### src/rtl/mem_resp_pkg.sv
// Shared encodings and defaults for the main-memory responder.
package mem_resp_pkg;

  localparam int unsigned LATENCY_DEFAULT = 4;
  localparam int unsigned CNT_W           = 4;
  localparam int unsigned COUNT_W         = 16;

  typedef enum logic [1:0] {
    IDLE    = 2'd0,
    WAIT    = 2'd1,
    RESPOND = 2'd2
  } state_t;

  typedef enum logic {
    OP_READ  = 1'b0,
    OP_WRITE = 1'b1
  } op_t;

  // A request with both enables high is executed as a write.
  function automatic op_t decode_op(input logic write_enable);
    return write_enable ? OP_WRITE : OP_READ;
  endfunction

endpackage

### src/rtl/mem_resp_array.sv
// Storage array: synchronous write, registered read, synchronous full clear.
module mem_resp_array #(
  parameter int unsigned ADDR_W = 8,
  parameter int unsigned DATA_W = 8
) (
  input  logic              clk,
  input  logic              clear,
  input  logic              wr_en,
  input  logic              rd_en,
  input  logic [ADDR_W-1:0] addr,
  input  logic [DATA_W-1:0] wr_data,
  output logic [DATA_W-1:0] rd_data
);

  localparam int unsigned DEPTH = 1 << ADDR_W;

  logic [DATA_W-1:0] mem [DEPTH];

  // Clear wins over any access; read data register holds between reads.
  always_ff @(posedge clk) begin
    if (clear) begin
      for (int i = 0; i < DEPTH; i++) begin
        mem[i] <= '0;
      end
      rd_data <= '0;
    end else begin
      if (wr_en) begin
        mem[addr] <= wr_data;
      end
      if (rd_en) begin
        rd_data <= mem[addr];
      end
    end
  end

endmodule

### src/rtl/main_mem_responder.sv
// Fixed-latency memory responder: request handshake, latency FSM, op counters.
module main_mem_responder
  import mem_resp_pkg::*;
#(
  parameter int unsigned ADDR_W  = 8,
  parameter int unsigned DATA_W  = 8,
  parameter int unsigned LATENCY = LATENCY_DEFAULT
) (
  input  logic               clk,
  input  logic               rst,
  input  logic [ADDR_W-1:0]  mem_addr,
  input  logic               mem_read_enable,
  input  logic               mem_write_enable,
  input  logic [DATA_W-1:0]  mem_write_data,
  output logic [DATA_W-1:0]  mem_read_data,
  output logic               mem_valid,
  output logic               mem_ready,
  output logic               proto_err,
  output logic [COUNT_W-1:0] read_count,
  output logic [COUNT_W-1:0] write_count
);

  // LATENCY=1 skips WAIT and commits on the accepting edge itself.
  localparam bit               DIRECT   = (LATENCY == 1);
  localparam logic [CNT_W-1:0] CNT_LOAD = (LATENCY > 1) ? CNT_W'(LATENCY - 2) : '0;

  state_t            state_q;
  logic [CNT_W-1:0]  cnt_q;
  op_t               op_q;
  logic [ADDR_W-1:0] addr_q;
  logic [DATA_W-1:0] data_q;

  logic              accept_c;
  logic              enter_resp_c;
  logic              direct_c;
  op_t               cmt_op_c;
  logic [ADDR_W-1:0] cmt_addr_c;
  logic [DATA_W-1:0] cmt_data_c;
  logic              arr_wr_c;
  logic              arr_rd_c;

  // Handshake and commit selection: direct path uses live inputs, else captured request.
  always_comb begin
    accept_c     = mem_ready && (mem_read_enable || mem_write_enable);
    direct_c     = DIRECT && accept_c;
    enter_resp_c = direct_c || ((state_q == WAIT) && (cnt_q == '0));
    cmt_op_c     = direct_c ? decode_op(mem_write_enable) : op_q;
    cmt_addr_c   = direct_c ? mem_addr : addr_q;
    cmt_data_c   = direct_c ? mem_write_data : data_q;
    arr_wr_c     = !rst && enter_resp_c && (cmt_op_c == OP_WRITE);
    arr_rd_c     = !rst && enter_resp_c && (cmt_op_c == OP_READ);
  end

  mem_resp_array #(
    .ADDR_W (ADDR_W),
    .DATA_W (DATA_W)
  ) u_array (
    .clk     (clk),
    .clear   (rst),
    .wr_en   (arr_wr_c),
    .rd_en   (arr_rd_c),
    .addr    (cmt_addr_c),
    .wr_data (cmt_data_c),
    .rd_data (mem_read_data)
  );

  // Latency FSM with registered handshake, strobe, error flag and counters.
  always_ff @(posedge clk) begin
    if (rst) begin
      state_q     <= IDLE;
      cnt_q       <= '0;
      op_q        <= OP_READ;
      addr_q      <= '0;
      data_q      <= '0;
      mem_valid   <= 1'b0;
      mem_ready   <= 1'b1;
      proto_err   <= 1'b0;
      read_count  <= '0;
      write_count <= '0;
    end else begin
      mem_valid <= enter_resp_c;

      if (accept_c) begin
        op_q   <= decode_op(mem_write_enable);
        addr_q <= mem_addr;
        data_q <= mem_write_data;
        if (mem_read_enable && mem_write_enable) begin
          proto_err <= 1'b1;
        end
      end

      if (enter_resp_c) begin
        if (cmt_op_c == OP_WRITE) begin
          write_count <= write_count + 16'd1;
        end else begin
          read_count <= read_count + 16'd1;
        end
      end

      case (state_q)
        IDLE, RESPOND: begin
          if (accept_c) begin
            if (DIRECT) begin
              state_q   <= RESPOND;
              mem_ready <= 1'b1;
            end else begin
              state_q   <= WAIT;
              cnt_q     <= CNT_LOAD;
              mem_ready <= 1'b0;
            end
          end else begin
            state_q   <= IDLE;
            mem_ready <= 1'b1;
          end
        end
        WAIT: begin
          if (cnt_q == '0) begin
            state_q   <= RESPOND;
            mem_ready <= 1'b1;
          end else begin
            cnt_q     <= CNT_W'(cnt_q - 1'b1);
            mem_ready <= 1'b0;
          end
        end
        default: begin
          state_q   <= IDLE;
          mem_ready <= 1'b1;
        end
      endcase
    end
  end

endmodule

### config.mk
export PLATFORM = sky130hd
export DESIGN_NAME = main_mem_responder
export DESIGN_NICKNAME = d
export VERILOG_FILES = /design/src/rtl/mem_resp_pkg.sv /design/src/rtl/mem_resp_array.sv /design/src/rtl/main_mem_responder.sv
export SDC_FILE = /design/constraint.sdc
export NUM_CORES = 2
export LEC_CHECK = 0
export CAP_MARGIN = 30
export CORE_UTILIZATION = 60
export CTS_CLUSTER_SIZE = 20
export DETAILED_ROUTE_END_ITERATION = 10
export GPL_TIMING_DRIVEN = 0
export HOLD_SLACK_MARGIN = 0.02
export PLACE_DENSITY = 0.78
export SLEW_MARGIN = 0
export SYNTH_ARGS = -nofsm -noshare
export SYNTH_HDL_FRONTEND = slang
export SYNTH_SLANG_ARGS = --single-unit
### constraint.sdc
create_clock -name clk -period 4.2 [get_ports clk]
set_input_delay 1.26 -clock clk [delete_from_list [all_inputs] [get_ports clk]]
set_output_delay 1.26 -clock clk [all_outputs]
set_load 0.005 [all_outputs]
# Yosys cells after proc, flatten, opt, wreduce, memory -nomap -nowiden
# Memory sizes are Yosys's and may differ from the RTL's. A register that Yosys moved wholly into a read port is not among the register bits.
# Index checks and enable logic that the tools add are counted.
[classes]
addsub = 3
n_eq_ne = 5
n_mux = 18
bitwise_logic = 1
n_reduce_logical = 17
[op_table]
columns = ["cell", "n"]
rows = [
  ["adder 16 x 1 -> 16 bit (second input constant)", 2],
  ["2-to-1 mux 8 bit", 2],
  ["2-to-1 mux 1 bit", 10],
  ["2-to-1 mux 4 bit", 2],
  ["one-hot mux 4 bit (2 select lines)", 1],
  ["OR reduction 8 bit", 1],
  ["logical AND 1 bit", 6],
  ["AND reduction 2 bit", 3],
  ["logical NOT 4 bit", 1],
  ["inequality test 2 bit (second input constant)", 2],
  ["one-hot mux 2 bit (2 select lines)", 1],
  ["subtractor 4 x 1 -> 4 bit (second input constant)", 1],
  ["AND reduction 3 bit", 1],
  ["== test 2 x 1 -> 1 bit (second input constant)", 1],
  ["== test 2 bit (second input constant)", 1],
  ["logical NOT 2 bit", 1],
  ["2-to-1 mux 2 bit", 1],
  ["inequality test 2 x 1 -> 1 bit (second input constant)", 1],
  ["one-hot mux 1 bit (2 select lines)", 1],
  ["nonzero test 2 bit", 1],
  ["OR reduction 2 bit", 1],
  ["logical NOT 1 bit", 1],
  ["logical OR 1 bit", 1],
  ["inverter 1 bit", 1],
]
[word_totals]
regBits = 58
ramBits = 2048
out_inout_bits = 43
wordCells = 55
mem_count = 1
[mem_list]
columns = ["name", "words", "width", "rd", "rd_ports_with_merged_regs", "wr", "line", "source"]
rows = [
  ["u_array.mem", 256, 8, 1, 1, 256, "mem_resp_array.sv:17", "logic [DATA_W-1:0] mem [DEPTH];"],
]

# Longest topological paths before layout
[logic_depth]
word_depth = 9
depth_mapped = 12
ltp_nobuf = 9

# Modules after synthesis
# A second synthesis with hierarchy kept.
[hier_totals]
cells_unflattened = 6724
area_unflattened_um2 = 98538.3
[by_module_without_submodules]
columns = ["mod", "n_inst", "cells_per_inst", "area_per_inst_um2", "seq_area_each_um2"]
rows = [
  ["mem_resp_array", 1, 6432, 96090.9, 61659.1],
  ["main_mem_responder", 1, 292, 2447.3, 1161.1],
]

# Worst setup path before layout
# No wires, ideal clock.
[synth_timing]
path_type = "input-to-reg"
from = "input port rst"
to = "memory u_array.mem[33][0], enable pin"
setup_time_ns = 0.329
arrival_time_ns = 2.845
required_time_ns = 3.871
path_slack_ns = 1.025
cell_stages = 9
cell_sequence = "clkbuf_1 nor3_2 and2_1 buf_2 buf_4 nand3_1 buf_2 nor2_2 or2_1"
[synth_rtl]
columns = ["item", "line", "source"]
rows = [
  ["start, declared", "main_mem_responder.sv:10", "input logic rst,"],
  ["end, declared", "mem_resp_array.sv:17", ""],
]

==> metrics.md <==
| Metric | Value |
|---|---|
| Outcome | `finished with violations` |
| Failing checks | `negative setup slack` |
| Post-CTS Hold Fix Bufs | `0` |
| Area Growth Syn to Fin | `11.8%` |
| Layout Skew | `31.4 ps` |
| Worst path cell trace | `buf_2 -> buf_4 -> buf_2 -> buf_2 -> mux4_2 -> mux2i_1 -> o22a_1 -> a31oi_1 -> nor4_1 -> buf_2 -> o31ai_1` |
| Share of layout cells above drive strength 1 | `between 20 and 25%` |
| Critical Path Most Common Cell | `buf_2` |
| Die Area | `165,000 um^2` |
| DR DRC count | `0` |
| Iter 0 DRT Violations | `about 12,000` |
| Drt first pass iters | `7` |
| Hpwl dp | `238,000 um` |
| Initial Util | `60.7%` |
| Fill count | `10,800` |
| Maxcap violations | `0` |
| Vias in the first global route | `59,200` |
| Placeable Area | `approximately 160,000 um^2` |
| Bufs and invs on worst path | `5` |
| Crit path kind | `flip-flop to flip-flop` |
| Post-synth top area cell | `edfxtp_1` |
| Final instance area | `109,000 um^2` |
| Synth Register Bits | `2,114` |
| Worst-Skew Late Latency | `890 ps` |
| Worst slew pin tran | `1210 ps` |
| Die Width | `roughly 400 um` |
| # nets final | `6,769` |
| Fmax | `roughly 210 MHz` |
| Area taken by multi-input logic gates | `33,100 um^2` |
| CP Capture Type | `flip-flop` |
| FF/Latch Area | `~63,000 um^2` |
| Largest cells by area after synthesis | `edfxtp_1, and2_1, mux4_2` |
| Ys Warns | `0` |
| Hold Crit Class | `flip-flop to flip-flop` |
| CTS Buf Count | `209` |
| Peak supply drop | `0.576 mV` |
| Placer's final routability congestion estimate | `1.05` |
| Syn avg cell area | `15.2 um^2` |
| Synthesized cell area | `approximately 98,000 um^2` |
| Cell family with most CP delay | `buffers and inverters` |
| I/O pins | `63` |
| Via count | `62,900` |
| Layout Cells excl Fill | `9,173` |
| Dpl cell area | `102,000 um^2` |
| Initial antenna violation count | `46` |
| Placed cells | `8,690` |
| Clock Path Buffers | `3` |
| # setup viols final | `724` |
| Synth unique cells | `55` |
| Fin crit period | `4660 ps` |
| Pins over their slew limit | `0` |
| First-pass GRT wire length | `between 400,000 and 500,000 um` |
| WP data arrival | `5430 ps` |
| Mapped Nets | `between 6,000 and 7,000` |
| Worst-path clk slew | `70 ps` |
| WL/cell | `36.6 um` |
| Hold Vio Cnt, Final | `0` |
| Clock Sinks | `between 2,000 and 2,500` |
| Final WL | `336,000 um` |
| H-tree lvl count | `4` |
| WP data required | `slightly below 5000 ps` |
| Leakage power total | `38.6 nW` |
| CP max stage cell | `nor4_1` |
| Final core occ | `67.9%` |
| Die H | `between 400 and 500 um` |
| RSZ-0062 raised after global routing | `true` |
| CTS tree | `yes` |
| Rel. slew slack | `19.1%` |
| Seq/Total Area, Yosys | `64.2%` |
| Final period util | `111%` |
| GRT Total Usage | `approximately 41%` |
| Max stage delay on crit path | `720 ps` |
| Max FO, Critical Path | `10` |
| Root buf cell | `clkbuf_16` |
| Syn Inst Count | `6,429` |
| Worst slack at placement | `-1170 ps` |
| Post-CTS setup buffer count | `0` |
| Share of the synthesized area in the top cell type | `62.9%` |
| Largest net degree at the start of global routing | `20` |
| Overflow left after global routing | `0` |
| Post-DRT Antenna Nets | `0` |
| Vias/cell | `6.86` |
| Row count | `147` |
| Port Buf Inserts | `61` |
| Setup crit start kind | `flip-flop` |
| Pwr per Cell Area | `448 nW/um^2` |
| Final setup margin | `-465 ps` |
==> final cells by class <==
| type | count | share of cell area, % |
|---|---|---|
| diodes | 86 | 0.197 |
| plain buffers | 478 | 2.03 |
| clock buffers | 273 | 5.16 |
| clock inverters | 120 | 1.14 |
| inverters | 9 | 0.0309 |
| multi-input cells | 3826 | 30.3 |
| flip-flops and latches | 2114 | 57.5 |
| well taps | 2160 | 2.47 |
| repair buffers | 107 | 1.24 |
==> layer usage <==
metal / part of all wire, % / vias to the layer above / global-route usage (%)
met3: 17 / 1325 / 18.2
met1: 32 / 31300 / 51.0
met2: 43 / 5929 / 57.7
met4: 8.1 / 24 / 28.1
met5: 0.073 / - / 0.446
li1: - / 24300 / -
==> worst min-delay path, stage by stage (launching register included) <==
cell	delay [ps]
dfxtp_1	330
a31oi_1	40
nor2_1	70
==> cell families (layout without fill, tap and decap cells) <==
group / after synthesis / after routing / synth area share, %
simple gates: 2882 / 2882 / 17.6
flops: 2114 / 2114 / 64.2
mux: 696 / 696 / 14.2
buf+inv: 489 / 987 / 2.17
compound gates: 218 / 218 / 1.48
xor+xnor: 26 / 26 / 0.233
fa+ha+maj: 4 / 4 / 0.0512
other cells: 0 / 86 / 0
==> what timing repair did <==
action	4_1_cts	5_1_grt
pin swaps	0	1
gates resized for setup	61	30
cloned	0	0
setup endpoints to repair	1677	282
==> sequential cells by signal, summed over array words and instances (netlist names) <==
signal and cells:
mem_valid 1, cmt_data_c 8, addr_q 8, cnt_q 4, u_array.rd_data 8, read_count 16
cmt_op_c 1, mem_ready 1, proto_err 1, write_count 16, u_array.mem 2048, state_q 2
==> stage by stage <==
step | power (W) | setup TNS [ps] | hold slack, ps
floorplan | 0.0272 | 0 | 461
global placement | 0.0296 | -891770 | 451
detailed placement | 0.0298 | -793930 | 469
CTS | 0.0484 | -63.5 | 484
global route | 0.0494 | -195 | 527
finish | 0.0490 | -53110 | 476
==> cell usage after synthesis, drive strengths merged <==
master  count
a21oi      28
nor3b       1
clkbuf    314
nand4      13
or2       263
and3b       1
o21a        1
nand3      43
or4         1
a32oi       8
nand4b      1
nor3       14
a221oi      2
nor2      349
inv         8
or3b        1
o31ai       8
edfxtp   2048
o32ai       7
clkinv      1
a31oi      16
xor2       20
a311oi      3
o22a       14
nor4       11
mux2       79
buf       166
a211oi      9
o22ai      54
xnor2       6
mux2i      72
o21ai      33
mux4      545
o211ai      1
dfxtp      66
a22oi      31
and2     2050
a22o        1
or3        10
o221ai      2
and3        2
ha          4
nand2b     13
nand2     100
nor2b       9
==> final timing paths <==
kind | endpoint | slack, ps | depth (start not counted) | startpoint
worst max register to register | u_array.rd_data[7]$_SDFFE_PP0P_ | -460 | 11 | addr_q[1]$_SDFFE_PP0P_
worst min register to register | proto_err$_SDFFE_PP0P_ | 480 | 2 | proto_err$_SDFFE_PP0P_
worst min-delay path | proto_err$_SDFFE_PP0P_ | 480 | 2 | proto_err$_SDFFE_PP0P_
worst max-delay path | u_array.rd_data[7]$_SDFFE_PP0P_ | -460 | 11 | addr_q[1]$_SDFFE_PP0P_
==> placed cells by master, fill, tap and decap left out, drive strengths merged, types with 8 or more instances in the layout <==
| master | netlist | final |
|---|---|---|
| a211oi | 9 | 9 |
| a21oi | 28 | 28 |
| a22oi | 31 | 31 |
| a31oi | 16 | 16 |
| a32oi | 8 | 8 |
| and2 | 2050 | 2050 |
| buf | 166 | 201 |
| bufinv | 0 | 20 |
| clkbuf | 314 | 594 |
| clkdlybuf4s50 | 0 | 61 |
| clkinv | 1 | 86 |
| dfxtp | 66 | 66 |
| diode | 0 | 86 |
| edfxtp | 2048 | 2048 |
| inv | 8 | 16 |
| mux2 | 79 | 79 |
| mux2i | 72 | 72 |
| mux4 | 545 | 545 |
| nand2 | 100 | 100 |
| nand2b | 13 | 13 |
| nand3 | 43 | 43 |
| nand4 | 13 | 13 |
| nor2 | 349 | 349 |
| nor2b | 9 | 9 |
| nor3 | 14 | 14 |
| nor4 | 11 | 11 |
| o21ai | 33 | 33 |
| o22a | 14 | 14 |
| o22ai | 54 | 54 |
| o31ai | 8 | 8 |
| or2 | 263 | 263 |
| or3 | 10 | 10 |
| xor2 | 20 | 20 |
==> report_power, final <==
group / switching [W] / internal [W]
clock network: 0.00844 / 0.0107
registers: 0.000282 / 0.0238
logic: 0.00403 / 0.00176
total: 0.0127 / 0.0362
(Power assumes the default switching activity.)
